`src/rtl/wb_stage_ctrl.sv`:
```
// Write-back stage: selects ALU / load / link value, drives one registered
// register-file write port, stalls for late load data and counts retirements.
module wb_stage_ctrl #(
    parameter int                DATA_W      = 32,
    parameter int                REG_AW      = 4,
    parameter logic [REG_AW-1:0] LINK_REG    = {REG_AW{1'b1}},
    parameter int                PC_INC      = 4,
    parameter bit                ZERO_REG_EN = 1'b0,
    parameter int                CNT_W       = 32
) (
    input  logic              clk,
    input  logic              rst_n,
    input  logic              in_valid,
    output logic              in_ready,
    input  logic              in_iswb,
    input  logic              in_iscall,
    input  logic              in_isld,
    input  logic [REG_AW-1:0] in_rd,
    input  logic [DATA_W-1:0] in_alu,
    input  logic [DATA_W-1:0] in_pc,
    input  logic              ld_valid,
    input  logic [DATA_W-1:0] ld_data,
    output logic              rf_we,
    output logic [REG_AW-1:0] rf_waddr,
    output logic [DATA_W-1:0] rf_wdata,
    output logic [CNT_W-1:0]  retired_cnt,
    output logic              err
);

    localparam logic S_IDLE    = 1'b0;
    localparam logic S_WAIT_LD = 1'b1;

    logic              state;
    logic [REG_AW-1:0] pend_addr_p1;
    logic              pend_we_p1;

    logic [REG_AW-1:0] sel_addr;
    logic [DATA_W-1:0] sel_data;
    logic              sel_we;
    logic              ld_we;

    function automatic logic [DATA_W-1:0] ret_addr(input logic [DATA_W-1:0] pc);
        return pc + DATA_W'(PC_INC);
    endfunction

    function automatic logic wr_allowed(input logic [REG_AW-1:0] addr);
        return !(ZERO_REG_EN && (addr == '0));
    endfunction

    assign in_ready = (state == S_IDLE);

    // Source select for bundles that complete immediately, and the write
    // qualifier remembered for a load (call+load is illegal: no write).
    always_comb begin
        sel_addr = in_iscall ? LINK_REG : in_rd;
        sel_data = in_iscall ? ret_addr(in_pc) : in_alu;
        sel_we   = in_iswb && !(in_iscall && in_isld) && wr_allowed(sel_addr);
        ld_we    = in_iswb && !in_iscall && wr_allowed(in_rd);
    end

    always_ff @(posedge clk or negedge rst_n) begin
        if (!rst_n) begin
            state        <= S_IDLE;
            pend_addr_p1 <= '0;
            pend_we_p1   <= 1'b0;
            rf_we        <= 1'b0;
            rf_waddr     <= '0;
            rf_wdata     <= '0;
            retired_cnt  <= '0;
            err          <= 1'b0;
        end else begin
            rf_we <= 1'b0;
            case (state)
                S_IDLE: begin
                    if (ld_valid)
                        err <= 1'b1;
                    if (in_valid) begin
                        if (in_isld) begin
                            state        <= S_WAIT_LD;
                            pend_addr_p1 <= in_rd;
                            pend_we_p1   <= ld_we;
                            if (in_iscall)
                                err <= 1'b1;
                        end else begin
                            rf_we       <= sel_we;
                            retired_cnt <= retired_cnt + CNT_W'(1);
                            if (sel_we) begin
                                rf_waddr <= sel_addr;
                                rf_wdata <= sel_data;
                            end
                        end
                    end
                end
                S_WAIT_LD: begin
                    if (ld_valid) begin
                        state       <= S_IDLE;
                        rf_we       <= pend_we_p1;
                        retired_cnt <= retired_cnt + CNT_W'(1);
                        if (pend_we_p1) begin
                            rf_waddr <= pend_addr_p1;
                            rf_wdata <= ld_data;
                        end
                    end
                end
                default: state <= S_IDLE;
            endcase
        end
    end

endmodule

```
`config.mk`:
```
export PLATFORM = sky130hd
export DESIGN_NAME = wb_stage_ctrl
export DESIGN_NICKNAME = d
export VERILOG_FILES = /design/src/rtl/wb_stage_ctrl.sv
export SDC_FILE = /design/constraint.sdc
export NUM_CORES = 1
export LEC_CHECK = 0
export CAP_MARGIN = 5
export CORE_AREA = 2 2 103 105
export CTS_CLUSTER_SIZE = 28
export DETAILED_ROUTE_END_ITERATION = 8
export DIE_AREA = 0 0 105 107
export GPL_ROUTABILITY_DRIVEN = 0
export GPL_TIMING_DRIVEN = 0
export HOLD_SLACK_MARGIN = 0.15
export PLACE_DENSITY = 0.85
export SYNTH_ARGS = -nofsm -noshare
export SYNTH_HDL_FRONTEND = slang
export SYNTH_SLANG_ARGS = --single-unit
```
`constraint.sdc`:
```
create_clock -name clk -period 2.9 [get_ports clk]
set_clock_uncertainty 0.2 [all_clocks]
set_input_delay 0.58 -clock clk [delete_from_list [all_inputs] [get_ports clk]]
set_output_delay 0.58 -clock clk [all_outputs]
set_load 0.02 [all_outputs]
```
Yosys cells after proc, flatten, opt, wreduce, memory -nomap -nowiden
Cells that the tools add are included.

operators by class
  add/sub/neg operators = 2
  equal/unequal tests = 5
  mux-type cells = 30
  bitwise operators = 1
  reductions and logical operators = 8

operators by type and width
  operator                                                                 count
  32-bit 2-to-1 mux                                                        9
  32-bit case mux with 2 select lines                                      2
  32-bit by 1-bit adder with 32-bit output, second input constant          1
  32-bit by 3-bit adder with 32-bit output, second input constant          1
  4-bit 2-to-1 mux                                                         6
  1-bit 2-to-1 mux                                                         10
  4-bit case mux with 2 select lines                                       1
  2-bit inequality test, second input constant                             3
  3-bit AND reduction                                                      2
  5-bit AND reduction                                                      1
  2-bit by 1-bit inequality test with 1-bit output, second input constant  2
  1-bit case mux with 2 select lines                                       2
  1-bit logical AND                                                        3
  1-bit logical NOT                                                        2
  1-bit inverter                                                           1

word-level totals
  bits in registers = 76
  bits of input ports = 107
  output and inout port bits = 71
  word-level logic and storage cells = 54

Logic depth before layout (Yosys ltp)
  depth in word-level cells = 7
  depth in mapped cells = 7

Worst setup path after synthesis
No wires, ideal clock.

  path type = input to register
  from = input in_isld
  to = register retired_cnt[25]
  arrival time = 1.731 ns
  data required time = 2.571 ns
  setup slack = 0.839 ns
  cell stages on the path = 5
  cells stage by stage = nor3b_1 o2111ai_2 nor4b_4 nand3_1 xnor2_1

on the way
  word-level cells in the longest chain between the ends = 2

RTL lines
  what                             RTL line  text
  start: declaration               17        input logic in_isld,
  2-bit inequality test (no line)  -
  3-bit AND reduction (no line)    -
  end signal: assignment           86        retired_cnt <= retired_cnt + CNT_W'(1);
  end signal: assignment           98        retired_cnt <= retired_cnt + CNT_W'(1);
  end: declaration                 26        output logic [CNT_W-1:0] retired_cnt,

Every way passes these cells.
A chain may end at the register's enable or synchronous reset.

Worst setup path in the final report
  from = register state
  to = output in_ready

on the way
  word-level cells in the longest chain between the ends = 1

RTL lines
  what                      RTL line  text
  start: declaration        33        logic state;
  start signal: assignment  63        state <= S_IDLE;
  start signal: assignment  79        state <= S_WAIT_LD;
  start signal: assignment  96        state <= S_IDLE;
  1-bit inverter (no line)  -
  end: declaration          14        output logic in_ready,

Every way passes these cells.

==> results.toml <==
[placed_design]
hpwl_um = 11100
dpl_cell_area_um2 = 6240
io_buffers = 176
dp_cells = 756
pre_cts_ws_ns = -0.167

[floorplanning]
die_w_um = 105
fp.dieArea_um2 = 11200
dieHeight_um = 107
ioPinCount = 178
initial_core_util_pct = 42.5
rows = 37
core_area_um2 = 10100

[min_path]
min_to = "retired_cnt[31]"
min_path_type = "register to register"
min-delay-start = "retired_cnt[31]"
hold_depth = 1

[setup_path]
cp-start-kind = "register"
reg2reg_depth = 7
r2r_slack_ns = 0.51
end_kind = "primary output"
cp.arrival_ns = 2.03
r2r-start = "state"
required_ns = 2.12
r2r_end = "rf_wdata[24]"
critPathKind = "register to primary output"
path_max_fanout = 10

[timing]
min_period_ns = 2.81
slew_headroom_pct = 62.5
slew_viol_final = 0
rsz0062_at_grt = "no"
fmax_ghz = 0.356
finalHoldViolations = 0
worst_pin_slew_ns = 0.563
whs_ns = 0.278
fin_ws_ns = 0.0897
final.setup.tns_ns = 0
setup_viol = 0
period_share_pct = 96.9

[finish]
final_nets = 741
diodes = 0
layout_commonest_cell = "clkdlybuf4s50_1"
drive_above_1_share_pct = 6.45
fin_area_um2 = 6450
final_cell_mix = "175 x clkdlybuf4s50_1, 76 x dfrtp_1, 41 x xnor2_1, 41 x nand2_1, 30 x o21ai_0"
finalNonFillerCells = 772
area_growth_pct = 50.4
final_core_util_pct = 63.9

[grt]
grt_pass1_vias = 4398
grt_pass1_wl_um = 22700
antenna_found_initial = 0
grt_use_total_pct = 25.6
grt_max_degree = 52
gr-total-overflow = 0

[route]
routedWlPerCell_um = 18.8
met1_length_um = 5530
drc_errors = 0
detail-route-antenna-nets = 0
dr.first_iter.drc_count = 289
routed_wl_um = 14500
avgViaCountPerCell = 5.62
drt_first_pass_iters = 5
met3_length_um = 1620
vias = 4336
met2_length_um = 7040
topRoutingLayerUsed = "met4"

[synthesis]
synth_flop_cell = "dfrtp_1"
synth.distinct_cells = 56
synth-seq-cells = 76
async_reset_ff_share_pct = 100
ys_seq_area_share_pct = 44.4
syn_area_um2 = 4290
synth_area_per_cell_um2 = 9.68
syn_inst = 443
synth_edf_count = 0
syn_nets = 552
yosysWarnings = 0

[clocking]
clock-root-buffer = "clkbuf_8"
cts.sinks = 76
cts-htree-levels = 3
numCtsBuffers = 9
cts_tree = "yes"
clk_path_buf_depth = 2
cts.clk_slew.worst_paths_ns = 0.08
clock_latency_ns = 0.35
cts_setup_buffers = 0

[status]
status = "completed"

[power_and_ir_drop]
finalPower_mw = 3.63
p_leak_nw = 2.64
power_density_nw_per_um2 = 563
vdd_drop_max_mv = 0.387

[flow_run]
maxCapViolCount = 0
flip-flops by register name, indices dropped and copies added, names as in the netlist:
register      flops
err               1
pend_addr_p1      4
pend_we_p1        1
retired_cnt      32
rf_waddr          4
rf_wdata         32
rf_we             1
state             1
where the power goes:
part	leakage, nW	switching [mW]	internal [mW]	total (mW)
registers	0.964	0.169	1.28	1.45
logic	1.58	0.686	0.686	1.37
clock network	0.0955	0.414	0.395	0.809
cells by family after synthesis:
family / count (synthesis) / synth area share, %
compound gates: 105 / 16.7
xor+xnor: 56 / 11.4
fa+ha+maj: 2 / 0.584
buf+inv: 30 / 3.01
flops: 76 / 44.4
mux: 9 / 2.25
simple gates: 165 / 21.7
cell type report:
| class | instances | area (um^2) |
|---|---|---|
| plain buffers | 22 | 103 |
| clock inverters | 6 | 65.1 |
| multi-input cells | 337 | 2260 |
| flip-flops and latches | 76 | 1900 |
| clock buffers | 9 | 124 |
| well taps | 136 | 170 |
| repair buffers | 178 | 1800 |
| inverters | 8 | 30.0 |
| fillers | 863 | 3640 |
worst max-delay path: stages, from the launching register on:
cell	delay (ns)
dfrtp_1	0.42
buf_6	0.16
inv_1	0.20
clkbuf_4	0.28
clkdlybuf4s50_1	0.62
layer usage:
layer	global-route usage, %	up-vias
met2	43.8	227
li1	-	2003
met5	0	-
met1	29.6	2073
met4	7.52	0
met3	10.5	33
timing repair:
| item | CTS | global route |
|---|---|---|
| hold buffers | 1 | 0 |
| pin swaps | 0 | 0 |
| hold endpoints to repair | 25 | 0 |
| gates resized for setup | 1 | 2 |
| endpoints found under the setup margin | 1 | 1 |
how the worst max path moves through the flow:
stage,endpoint,slack (ns),cells after the start,from
floorplan,retired_cnt[25],0.84,5,in_isld
global placement,rf_wdata[31],-1.61,1,rst_n
detailed placement,rf_wdata[24],-0.17,8,in_isld
CTS,in_ready,0.05,4,state
global route,in_ready,0.01,4,state
finish,in_ready,0.09,4,state
Yosys cell counts, types with 3 or more instances:
cell type  count  area [um^2]
a221oi_1       7         61.3
a211o_1        8         70.1
buf_2          4         20.0
dfrtp_1       76         1900
o21ai_0       30          150
xnor2_1       41          359
and4_1         7         61.3
and2_1         3         18.8
nor3_1         6         30.0
nand4_1       11         68.8
nand3_1       25          125
a21oi_1       26          130
nor4_1         6         37.5
buf_1          3         11.3
mux2_2         5         56.3
a32o_1         5         50.1
inv_1          8         30.0
and3_1        21          131
or3_1          4         25.0
nor2_1        23         86.3
a211oi_1       3         22.5
mux2i_1        4         40.0
nand2_1       41          154
o22ai_1       10         62.6
xor2_1        15          131
clkbuf_1      13         48.8
Power figures use the tool's default switching activity.
